## src/rtl/elastic_pipe_pkg.sv

```systemverilog
// Shared definitions for the elastic pipeline register chain:
// slot occupancy encoding and the all-zero NOP control word.
package elastic_pipe_pkg;

    // Bit 0 = main register valid, bit 1 = skid register valid.
    typedef enum logic [1:0] {
        SLOT_EMPTY = 2'b00,
        SLOT_ONE   = 2'b01,
        SLOT_TWO   = 2'b11
    } slot_state_e;

    localparam logic [63:0] NOP_CTRL = 64'h0;

endpackage

```

## src/rtl/elastic_pipe_slot.sv

```systemverilog
// One main/skid slot of the elastic chain. Ready depends only on local
// state, so no combinational path runs from out_ready to in_ready.
module elastic_pipe_slot
    import elastic_pipe_pkg::*;
#(
    parameter int DATA_WIDTH          = 32,
    parameter int CTRL_WIDTH          = 8,
    parameter bit CLEAR_DATA_ON_FLUSH = 1'b0
) (
    input  logic                  clk,
    input  logic                  rst_n,
    input  logic                  flush,
    input  logic                  in_valid,
    output logic                  in_ready,
    input  logic [CTRL_WIDTH-1:0] in_ctrl,
    input  logic [DATA_WIDTH-1:0] in_data,
    output logic                  out_valid,
    input  logic                  out_ready,
    output logic [CTRL_WIDTH-1:0] out_ctrl,
    output logic [DATA_WIDTH-1:0] out_data
);

    localparam logic [CTRL_WIDTH-1:0] NOP = NOP_CTRL[CTRL_WIDTH-1:0];

    slot_state_e           state_q, state_d;
    logic                  ready_q, ready_d;
    logic [CTRL_WIDTH-1:0] main_ctrl_q, main_ctrl_d, skid_ctrl_q, skid_ctrl_d;
    logic [DATA_WIDTH-1:0] main_data_q, main_data_d, skid_data_q, skid_data_d;
    logic                  push_s, pop_s;

    assign push_s = in_valid & ready_q;
    assign pop_s  = state_q[0] & out_ready;

    // Next-state: flush wins; any register that empties reloads the NOP ctrl.
    always_comb begin
        state_d     = state_q;
        main_ctrl_d = main_ctrl_q;
        main_data_d = main_data_q;
        skid_ctrl_d = skid_ctrl_q;
        skid_data_d = skid_data_q;
        if (flush) begin
            state_d     = SLOT_EMPTY;
            main_ctrl_d = NOP;
            skid_ctrl_d = NOP;
            if (CLEAR_DATA_ON_FLUSH) begin
                main_data_d = {DATA_WIDTH{1'b0}};
                skid_data_d = {DATA_WIDTH{1'b0}};
            end else begin
                main_data_d = main_data_q;
                skid_data_d = skid_data_q;
            end
        end else begin
            case (state_q)
                SLOT_EMPTY: begin
                    if (push_s) begin
                        state_d     = SLOT_ONE;
                        main_ctrl_d = in_ctrl;
                        main_data_d = in_data;
                    end else begin
                        state_d = SLOT_EMPTY;
                    end
                end
                SLOT_ONE: begin
                    if (push_s && pop_s) begin
                        main_ctrl_d = in_ctrl;
                        main_data_d = in_data;
                    end else if (push_s) begin
                        state_d     = SLOT_TWO;
                        skid_ctrl_d = in_ctrl;
                        skid_data_d = in_data;
                    end else if (pop_s) begin
                        state_d     = SLOT_EMPTY;
                        main_ctrl_d = NOP;
                    end else begin
                        state_d = SLOT_ONE;
                    end
                end
                SLOT_TWO: begin
                    if (pop_s) begin
                        state_d     = SLOT_ONE;
                        main_ctrl_d = skid_ctrl_q;
                        main_data_d = skid_data_q;
                        skid_ctrl_d = NOP;
                    end else begin
                        state_d = SLOT_TWO;
                    end
                end
                default: begin
                    state_d     = SLOT_EMPTY;
                    main_ctrl_d = NOP;
                    skid_ctrl_d = NOP;
                end
            endcase
        end
        ready_d = ~state_d[1];
    end

    // Slot registers with asynchronous active-low reset.
    always_ff @(posedge clk or negedge rst_n) begin
        if (!rst_n) begin
            state_q     <= SLOT_EMPTY;
            ready_q     <= 1'b1;
            main_ctrl_q <= {CTRL_WIDTH{1'b0}};
            main_data_q <= {DATA_WIDTH{1'b0}};
            skid_ctrl_q <= {CTRL_WIDTH{1'b0}};
            skid_data_q <= {DATA_WIDTH{1'b0}};
        end else begin
            state_q     <= state_d;
            ready_q     <= ready_d;
            main_ctrl_q <= main_ctrl_d;
            main_data_q <= main_data_d;
            skid_ctrl_q <= skid_ctrl_d;
            skid_data_q <= skid_data_d;
        end
    end

    assign in_ready  = ready_q;
    assign out_valid = state_q[0];
    assign out_ctrl  = main_ctrl_q;
    assign out_data  = main_data_q;

endmodule

```

## src/rtl/elastic_pipe_stage.sv

```systemverilog
// Elastic pipeline register chain of STAGES main/skid slots with a
// registered occupancy count of all entries held.
module elastic_pipe_stage
    import elastic_pipe_pkg::*;
#(
    parameter int DATA_WIDTH          = 32,
    parameter int CTRL_WIDTH          = 8,
    parameter int STAGES              = 1,
    parameter bit CLEAR_DATA_ON_FLUSH = 1'b0,
    parameter int CNT_WIDTH           = 4
) (
    input  logic                  clk,
    input  logic                  rst_n,
    input  logic                  flush,
    input  logic                  in_valid,
    output logic                  in_ready,
    input  logic [CTRL_WIDTH-1:0] in_ctrl,
    input  logic [DATA_WIDTH-1:0] in_data,
    output logic                  out_valid,
    input  logic                  out_ready,
    output logic [CTRL_WIDTH-1:0] out_ctrl,
    output logic [DATA_WIDTH-1:0] out_data,
    output logic [CNT_WIDTH-1:0]  occupancy
);

    // Index k is the input side of slot k; index STAGES is the chain output.
    logic [STAGES:0]                 vld_s;
    logic [STAGES:0]                 rdy_s;
    logic [STAGES:0][CTRL_WIDTH-1:0] ctrl_s;
    logic [STAGES:0][DATA_WIDTH-1:0] data_s;
    logic [CNT_WIDTH-1:0]            occ_q, occ_d;
    logic                            push_s, pop_s;

    assign vld_s[0]      = in_valid;
    assign ctrl_s[0]     = in_ctrl;
    assign data_s[0]     = in_data;
    assign rdy_s[STAGES] = out_ready;

    for (genvar k = 0; k < STAGES; k++) begin : g_slot
        elastic_pipe_slot #(
            .DATA_WIDTH          (DATA_WIDTH),
            .CTRL_WIDTH          (CTRL_WIDTH),
            .CLEAR_DATA_ON_FLUSH (CLEAR_DATA_ON_FLUSH)
        ) u_slot (
            .clk       (clk),
            .rst_n     (rst_n),
            .flush     (flush),
            .in_valid  (vld_s[k]),
            .in_ready  (rdy_s[k]),
            .in_ctrl   (ctrl_s[k]),
            .in_data   (data_s[k]),
            .out_valid (vld_s[k+1]),
            .out_ready (rdy_s[k+1]),
            .out_ctrl  (ctrl_s[k+1]),
            .out_data  (data_s[k+1])
        );
    end

    // Internal slot-to-slot moves leave the total unchanged; only the ends count.
    assign push_s = in_valid & rdy_s[0];
    assign pop_s  = vld_s[STAGES] & out_ready;

    // Occupancy next value.
    always_comb begin
        occ_d = occ_q;
        if (flush) begin
            occ_d = {CNT_WIDTH{1'b0}};
        end else if (push_s && !pop_s) begin
            occ_d = occ_q + {{(CNT_WIDTH-1){1'b0}}, 1'b1};
        end else if (pop_s && !push_s) begin
            occ_d = occ_q - {{(CNT_WIDTH-1){1'b0}}, 1'b1};
        end else begin
            occ_d = occ_q;
        end
    end

    // Occupancy register.
    always_ff @(posedge clk or negedge rst_n) begin
        if (!rst_n) begin
            occ_q <= {CNT_WIDTH{1'b0}};
        end else begin
            occ_q <= occ_d;
        end
    end

    assign in_ready  = rdy_s[0];
    assign out_valid = vld_s[STAGES];
    assign out_ctrl  = ctrl_s[STAGES];
    assign out_data  = data_s[STAGES];
    assign occupancy = occ_q;

endmodule
```

## config.mk

```make
export PLATFORM = sky130hd
export DESIGN_NAME = elastic_pipe_stage
export DESIGN_NICKNAME = d
export VERILOG_FILES = /design/src/rtl/elastic_pipe_pkg.sv /design/src/rtl/elastic_pipe_slot.sv /design/src/rtl/elastic_pipe_stage.sv
export SDC_FILE = /design/constraint.sdc
export NUM_CORES = 1
export LEC_CHECK = 0
export CAP_MARGIN = 20
export CORE_ASPECT_RATIO = 0.9
export CORE_MARGIN = 1
export CORE_UTILIZATION = 45
export CTS_CLUSTER_DIAMETER = 80
export DETAILED_ROUTE_END_ITERATION = 8
export HOLD_SLACK_MARGIN = 0.08
export PLACE_DENSITY = 0.76
export SETUP_SLACK_MARGIN = 0.5
export SYNTH_ARGS = -nofsm -noshare
export SYNTH_HDL_FRONTEND = slang
export SYNTH_SLANG_ARGS = --single-unit
```

## constraint.sdc

```tcl
create_clock -name clk -period 2.2 [get_ports clk]
set_input_delay 0.22 -clock clk [delete_from_list [all_inputs] [get_ports clk]]
set_output_delay 0.22 -clock clk [all_outputs]
set_load 0.01 [all_outputs]
```

==> impl_metrics.toml, run 1 <==
[placed_design]
dp_hpwl_mm = 6.037
post-place-ws_ps = 94.60
gp_congestion = 0.8173
io_buffers = 90
placed_area_um2 = 4986

[sta]
maxSlewHeadroom_pct = 52.43
skew_ps = 12.52
period_share_pct = 86.50
worst_slack_ps = 297.1
rsz0062_at_grt = "true"
hold_violations = 0
tns_ps = 0
finalCriticalPeriod_ps = 1903
maxSlewViolCount = 0
worstMarginPinSlew_ps = 713.6
max_freq_ghz = 0.5255
setup-violations-final = 0

[clock_network]
tritoncts.num_buffers = 9
cts.sinks = 87
clockRootBuffer = "clkbuf_8"
cts_tree = "yes"
clk-insertion-delay-late_ps = 370
htree_num_levels = 3
clkSlewWorstSetupHoldPaths_ps = 90
clockBufferDepth = 2

[finish]
utilization_pct = 69.23
layout_commonest_cell = "nand2_1"
fin_nets = 572
drive_gt1_share_pct = 21.36
area_growth_pct = 46.44
final_cell_mix = "122 x nand2_1, 87 x clkdlybuf4s50_1, 85 x dfrtp_1"
n_antenna_cell = 0
final_cell_area_um2 = 5693

[route]
totalWireLength_mm = 10.15
dr.first_iter.drc_count = 140
num_vias = 3360
vias_per_cell = 5.217
met3WireLength_um = 562
ant_nets = 0
top_layer_used = "met4"
firstDrtPassIters = 5
routedWlPerCell_um = 15.76
wl_met1_mm = 4.561
route.detailed.drc = 0
met2_length_mm = 4.900

[grt]
grt_first_pass_wirelength_mm = 15.99
grt_pass1_vias = 3240
grt.overflow.total = 0
grt_usage_pct = 22.77
grt_max_degree = 56
antenna_found_initial = 0

[worst_setup_path]
path_class = "flip-flop to flip-flop"
cp-end-kind = "flip-flop"
required_ps = 2460
cp-start-kind = "flip-flop"
critPathMaxFanout = 3
crit_arrival_ps = 2160

[flow_run]
drv_cap = 0

[synth]
yosys_warnings = 0
ys_ff_latch = 87
syn_nets = 464
avgSynthCellArea_um2 = 9.345
ys_types = 39
yosysSeqAreaShare_pct = 56.03
synthFlopType = "dfrtp_1"
synth_top_area_share_pct = 55.36
synth-edff-count = 0
syn_inst = 416
netlist_top_cells_area = "dfrtp_1 55%, nand2_1 16%, a31oi_1 5.1%, nor2_1 3.4%, buf_6 2.3%"
yosys.area.top_type = "dfrtp_1"
ys_async_sr_fraction_pct = 100.0
synthesis.area_um2 = 3887

[pwr]
power_per_cell_area_nw_per_um2 = 769.2
total_power_uw = 4379
seq_power_share_pct = 47.5
p_int_uw = 3114
power.switching_uw = 1265
p_leak_uw = 0.002545
ir_worst_vdd_mv = 0.4603
p_clk_share_pct = 28.2
power_frac_comb_pct = 24.3
p_sw_share_pct = 28.88

[floorplan]
start_util_pct = 47.28
fp.dieW_um = 99.98
dieArea_um2 = 9015
die_h_um = 90.18
top_level_ports = 91
row_count = 31
core_area_um2 = 8223

[min_path]
hold_class = "input pin to flip-flop"

[outcome]
status = "complete, no violations"
final timing paths:
kind	cells past startpoint	slack (ps)	from	endpoint
max in group asynchronous	3	1160	rst_n	g_slot[0].u_slot.skid_data_q[9]
min reg2reg	2	490	g_slot[0].u_slot.skid_data_q[12]	g_slot[0].u_slot.skid_data_q[12]
min in group asynchronous	2	430	rst_n	g_slot[0].u_slot.skid_ctrl_q[6]
min	3	400	in_data[31]	g_slot[0].u_slot.skid_data_q[31]
max reg2reg	7	300	g_slot[0].u_slot.in_ready	occupancy[3]
max	7	300	g_slot[0].u_slot.in_ready	occupancy[3]
worst max-delay path: stages, from the launching register on:
cell	delay, ps
dfstp_2	550
and2_4	160
nand2_4	70
ha_4	220
a21o_1	180
a2111oi_4	370
o21ai_1	80
nor3b_2	150
power by group through the flow:
stage / Combinational (uW) / Clock, uW / Sequential [uW]
final: 1070 / 1230 / 2080
after global routing: 1170 / 1320 / 2110
after CTS: 971 / 1250 / 2020
after detailed placement: 934 / 0 / 2050
after global placement: 907 / 0 / 2040
after floorplan: 403 / 0 / 2090
metrics by stage:
step / hold WS, ps / instances
after floorplan: -75.59 / 416
after global placement: 317.1 / 611
after detailed placement: 318.8 / 611
after CTS: 391.4 / 636
after global routing: 392.3 / 644
final: 403.8 / 644
what timing repair did:
item	4_1_cts	5_1_grt
endpoints found under the hold margin	52	0
pin swaps	2	20
hold buffers	1	0
gates resized for setup	13	72
buffers inserted	5	6
endpoints found under the setup margin	28	75
gates cloned	3	2
state kept, by name (all words and copies together), names as in the netlist:
name / cells
g_slot.u_slot.in_ready: 1
g_slot.u_slot.state_q: 2
g_slot.u_slot.out_data: 32
occupancy: 4
g_slot.u_slot.skid_data_q: 32
g_slot.u_slot.skid_ctrl_q: 8
g_slot.u_slot.out_ctrl: 8
cell type report:
cell class / count / area [um^2]
multi-input combinational: 297 / 1812
clock buffer: 11 / 131.4
timing repair buffer: 124 / 1326
clock inverter: 5 / 81.33
inverter: 5 / 18.77
tap: 115 / 143.9
fill: 642 / 2530
sequential: 87 / 2180
cell usage after synthesis (3+ instances only):
| library cell | n |
|---|---|
| nand2_1 | 164 |
| dfrtp_1 | 86 |
| nor2_1 | 35 |
| a31oi_1 | 32 |
| buf_2 | 10 |
| a22oi_1 | 8 |
| buf_6 | 8 |
| o2bb2ai_1 | 8 |
| clkbuf_1 | 6 |
| nor3b_1 | 6 |
| inv_1 | 5 |
| mux2_2 | 5 |
| a21oi_1 | 4 |
| a22o_1 | 3 |
| and2_1 | 3 |
| o21ai_0 | 3 |
logic make-up (layout without fill, tap and decap cells):
| group | after synthesis | after routing | synth area share (%) |
|---|---|---|---|
| compound gates | 64 | 64 | 11.59 |
| xor+xnor | 2 | 2 | 0.4507 |
| fa+ha+maj | 3 | 3 | 1.159 |
| buf+inv | 32 | 145 | 5.150 |
| flops | 87 | 87 | 56.03 |
| mux | 6 | 6 | 1.706 |
| simple gates | 222 | 222 | 23.91 |
layer usage:
| layer | GRT usage [%] | vias up |
|---|---|---|
| li1 | - | 1600 |
| met1 | 30.63 | 1650 |
| met2 | 36.61 | 96 |
| met3 | 6.532 | 14 |
| met4 | 5.072 | 0 |
| met5 | 0 | - |
No activity file was read; power rests on OpenSTA's default activity.
==> run 2, diff against run 1 <==
- CORE_UTILIZATION: 45 -> 50
- PLACE_DENSITY: 0.76 -> 0.8
- clock period: 2.2 -> 2 ns (I/O delays scaled with it)
==> run 2 against run 1 <==
  * Via count rose by 5.0%
  * Critical path depth is the same
  * Sequential power up 8%
  * Sequential cell count unchanged
  * Register-to-register slack got worse by 90 ps
  * Setup slack lost 94 ps
  * Hold slack got worse by 46 ps
  * Critical endpoint unchanged
  * Highest routed layer unchanged
  * Die area down 9.8%
  * Sequential share of layout area fell by 0.58 points
==> impl_metrics.toml, run 2 (synthesis results as in run 1) <==
[outcome]
status = "complete, no violations"

[placed_design]
dp.cells = 596
placed_area_um2 = 5021
gp_congestion = 0.8378
io_buffers = 90
dp_hpwl_mm = 5.879

[route]
route.detailed.drc = 0
dr.first_iter.drc_count = 171
totalWireLength_mm = 11.37
vias_per_cell = 5.520
num_vias = 3527
routedWlPerCell_um = 17.79
ant_nets = 0
firstDrtPassIters = 4

[finish]
fin_nets = 588
final_cell_mix = "162 x nand2_1, 84 x dfrtp_1, 65 x clkdlybuf4s50_1"
drive_gt1_share_pct = 17.50
layout_commonest_cell = "nand2_1"
nFillCells = 498
n_antenna_cell = 0
final_cell_area_um2 = 5784
area_growth_pct = 48.79
stdcell_count = 639

[grt]
grt.overflow.total = 0
antenna_found_initial = 0
grt_pass1_vias = 3419
grt_usage_pct = 27.92
grt_first_pass_wirelength_mm = 17.15
grt_max_degree = 47

[sta]
period_share_pct = 89.84
finalCriticalPeriod_ps = 1797
hold_violations = 0
skew_ps = 6.275
tns_ps = 0
rsz0062_at_grt = "true"
maxSlewHeadroom_pct = 64.39
worstMarginPinSlew_ps = 534.2
maxSlewViolCount = 0
max_freq_ghz = 0.5565
setup-violations-final = 0

[floorplan]
top_level_ports = 91
core_area_um2 = 7545
dieArea_um2 = 8132
die_h_um = 85.65
row_count = 30
fp.dieW_um = 94.95
start_util_pct = 51.53

[pwr]
p_leak_uw = 0.002839
power_per_cell_area_nw_per_um2 = 785.0
ir_worst_vdd_mv = 0.5624

[clock_network]
clockRootBuffer = "clkbuf_8"
cts_tree = "yes"
clockBufferDepth = 2
clkSlewWorstSetupHoldPaths_ps = 90
cts.sinks = 87
clk-insertion-delay-late_ps = 350
tritoncts.num_buffers = 9
htree_num_levels = 3

[worst_setup_path]
critPathMaxFanout = 3
required_ps = 2250
path_class = "flip-flop to flip-flop"
crit_arrival_ps = 2050
cp-start-kind = "flip-flop"
cp-end-kind = "flip-flop"

[min_path]
hold_class = "input pin to asynchronous set/reset pin"

[flow_run]
drv_cap = 0
run 2: cell count changes in the layout (fill, tap and decap cells not counted), sizes merged:
cell / previous run / this run
clkinvlp: 1 / 0
clkdlybuf4s50: 87 / 65
bufbuf: 0 / 1
bufinv: 2 / 0
clkbuf: 13 / 15
dlygate4sd2: 2 / 4
dlymetal6s2s: 0 / 19
buf: 32 / 46
clkinv: 1 / 2
run 2: final cells by class:
class | instances | area, um^2 | share of cell area (%)
clock inverters | 3 | 18.77 | 0.3245
repair buffers | 140 | 1638 | 28.31
inverters | 5 | 18.77 | 0.3245
clock buffers | 11 | 151.4 | 2.617
flip-flops and latches | 87 | 2181 | 37.70
multi-input cells | 297 | 1657 | 28.64
well taps | 96 | 120.1 | 2.077
run 2: critical path, stage by stage (launching register included):
cell and delay (ps):
dfstp_2 550, and2_4 160, nand2_4 70, ha_4 210, a21o_1 170, a2111oi_4 310, o21ai_1 90, nor3b_1 140
run 2: final timing paths:
check | from | to | slack (ps) | cells after the start
min in group clk | in_data[31] | g_slot[0].u_slot.skid_data_q[31] | 400 | 3
max in group asynchronous | rst_n | g_slot[0].u_slot.out_ctrl[6] | 990 | 3
worst max register to register | g_slot[0].u_slot.in_ready | occupancy[3] | 200 | 7
worst max-delay path | g_slot[0].u_slot.in_ready | occupancy[3] | 200 | 7
worst min-delay path | rst_n | g_slot[0].u_slot.skid_data_q[19] | 360 | 2
worst min register to register | g_slot[0].u_slot.skid_data_q[29] | g_slot[0].u_slot.skid_data_q[29] | 480 | 2
run 2: what timing repair did:
item,4_1_cts,5_1_grt
hold buffers,1,0
hold endpoints to repair,40,0
setup buffers,13,5
setup endpoints to repair,88,104
resized for setup,28,27
pin swaps,10,5
gates cloned,7,3
run 2: report_power, final:
group | leakage [uW] | internal, uW | switching [uW]
sequential | 0.00106 | 2060 | 180
combinational | 0.00168 | 644 | 537
clock | 0.0000914 | 507 | 615
total | 0.00284 | 3210 | 1330
run 2: per-stage QoR:
step / total power [uW] / hold slack (ps) / worst slack (ps) / util [%]
after floorplan: 2753 / -95.59 / 184.0 / -
after global placement: 3253 / 213.6 / 65.54 / 66.55
after detailed placement: 3303 / 220.0 / -6.932 / 66.55
after CTS: 4512 / 377.4 / 180.9 / 74.25
after global routing: 4761 / 404.7 / 104.1 / 76.67
final: 4541 / 358.0 / 203.2 / 76.67
run 2: routing by layer:
| layer | global-route usage, % | part of all wire [%] | vias to the layer above |
|---|---|---|---|
| li1 | - | - | 1629 |
| met1 | 36.16 | 42 | 1747 |
| met2 | 47.22 | 51 | 131 |
| met3 | 6.117 | 5.6 | 20 |
| met4 | 7.851 | 1.8 | 0 |
| met5 | 0 | 0 | - |
==> run 3, diff against run 2 <==
- CORE_UTILIZATION: 50 -> 54
- PLACE_DENSITY: 0.8 -> 0.86
- clock period: 2 -> 2.3 ns (I/O delays scaled with it)
==> run 3 against run 2 <==
  * Core utilization up 3.0 points
  * Wire length down 14%
  * Fmax shrank 8.5%
  * Cell count is 3.9% lower
  * Power shrank 13%
  * Die area is 7.2% lower
  * Largest cell class unchanged
  * Global-route usage shrank 2.9 points
  * Final area down 6.9%
  * Sequential cell count unchanged
  * Setup slack better by 130 ps
  * Non-clock buffer count is 21 lower
  * Clock power fell by 8%
==> impl_metrics.toml, run 3 (synthesis results as in run 1) <==
[worst_setup_path]
rr_worst_depth = 7
critPathMaxFanout = 3
path_class = "flip-flop to flip-flop"
endpoint = "occupancy[3]"
required_ps = 2530
crit_arrival_ps = 2190
cp-start-kind = "flip-flop"
reg2reg_slack_ps = 340
critPathLaunch = "g_slot[0].u_slot.in_ready"
r2r-end = "occupancy[3]"
worstReg2RegStart = "g_slot[0].u_slot.in_ready"
cp-end-kind = "flip-flop"

[pwr]
ir_worst_vdd_mv = 0.4141
power_per_cell_area_nw_per_um2 = 731.7
p_leak_uw = 0.002454

[grt]
grt_max_degree = 65
grt.overflow.total = 0
grt_pass1_vias = 3121
grt_usage_pct = 25.01
grt_first_pass_wirelength_mm = 14.57
antenna_found_initial = 0

[sta]
finalCriticalPeriod_ps = 1965
fin_hold_ws_ps = 433.5
maxSlewViolCount = 0
tns_ps = 0
hold_violations = 0
maxSlewHeadroom_pct = 58.24
rsz0062_at_grt = "true"
skew_ps = 8.021
worstMarginPinSlew_ps = 626.4
period_share_pct = 85.42
max_freq_ghz = 0.5090
setup-violations-final = 0

[min_path]
hold_class = "input pin to flip-flop"
whs_path_depth = 3

[clock_network]
clk-insertion-delay-late_ps = 350
tritoncts.num_buffers = 9
clockRootBuffer = "clkbuf_8"
clockBufferDepth = 2
clkSlewWorstSetupHoldPaths_ps = 90
cts_tree = "yes"
htree_num_levels = 3
cts.sinks = 87

[floorplan]
top_level_ports = 91
dieArea_um2 = 7542
fp.dieW_um = 91.44
core_area_um2 = 6761
row_count = 28
start_util_pct = 57.49
die_h_um = 82.49

[route]
totalWireLength_mm = 9.778
routedWlPerCell_um = 15.93
dr.first_iter.drc_count = 261
firstDrtPassIters = 5
vias_per_cell = 5.568
route.detailed.drc = 0
ant_nets = 0
num_vias = 3419

[finish]
fin_nets = 567
n_antenna_cell = 0
area_growth_pct = 38.56
final_cell_mix = "140 x nand2_1, 88 x clkdlybuf4s50_1, 86 x dfrtp_1"
layout_commonest_cell = "nand2_1"
drive_gt1_share_pct = 16.60
final_cell_area_um2 = 5386
nFillCells = 405
stdcell_count = 614

[placed_design]
io_buffers = 90
dp.cells = 584
placed_area_um2 = 4913
dp_hpwl_mm = 5.954
gp_congestion = 0.9213

[flow_run]
drv_cap = 0

[outcome]
status = "complete, no violations"
[run 3: cell types whose count changed in the layout (fill, tap and decap cells not counted), sizes merged]
cell	before	now
buf	46	26
bufbuf	1	0
bufinv	0	1
clkbuf	15	16
clkdlybuf4s50	65	88
dlygate4sd2	4	0
dlymetal6s2s	19	1
inv	6	5
[run 3: power breakdown]
group	switching [uW]	total (uW)	leakage [uW]	internal [uW]
clock network	522	1030	0.0000916	505
registers	168	1960	0.00107	1790
logic	437	956	0.00130	519
total	1130	3940	0.00245	2810
[run 3: layer usage]
layer / vias up / part of all wire, % / GRT usage [%]
met5: - / 0 / 0
met4: 0 / 1.1 / 9.365
met3: 16 / 7.3 / 4.396
met2: 168 / 48 / 40.15
met1: 1647 / 44 / 34.68
li1: 1588 / - / -
[run 3: repair_timing]
action,in CTS,in global routing
setup endpoints to repair,1,76
hold endpoints to repair,48,0
pin swaps,0,11
resized for setup,0,41
cloned,0,5
setup buffers,1,7
hold buffers,1,0
[run 3: per-stage QoR]
step	setup slack, ps	util (%)	total power [uW]
global placement	242.7	72.67	2811
detailed placement	171.0	72.67	2857
finish	335.3	79.66	3941
CTS	410.4	75.63	3861
global route	279.2	79.66	4135
floorplan	482.5	-	2387
[run 3: worst min-delay path by stage]
stage                start                                to  slack (ps)
6_report       in_data[26]  g_slot[0].u_slot.skid_data_q[26]         430
4_1_cts        in_data[26]  g_slot[0].u_slot.skid_data_q[26]         420
3_5_place_dp         rst_n      g_slot[0].u_slot.out_data[6]         290
3_3_place_gp         rst_n      g_slot[0].u_slot.out_data[6]         290
2_1_floorplan        rst_n      g_slot[0].u_slot.out_ctrl[0]         -70
5_1_grt        in_data[29]  g_slot[0].u_slot.skid_data_q[29]         450
[run 3: area by class of cell]
type | count | area [um^2] | area share (%)
multi-input combinational | 297 | 1664 | 30.89
clock buffer | 13 | 138.9 | 2.578
clock inverter | 3 | 43.79 | 0.8130
timing repair buffer | 119 | 1230 | 22.83
sequential | 87 | 2178 | 40.44
inverter | 5 | 18.77 | 0.3484
tap | 90 | 112.6 | 2.091
[run 3: worst max-delay path: stages (launching register included)]
cell and delay [ps]:
dfstp_2 550, and2_4 170, nand2_4 70, ha_4 220, a21o_1 180, a2111oi_4 400, o21ai_1 90, nor3b_2 160
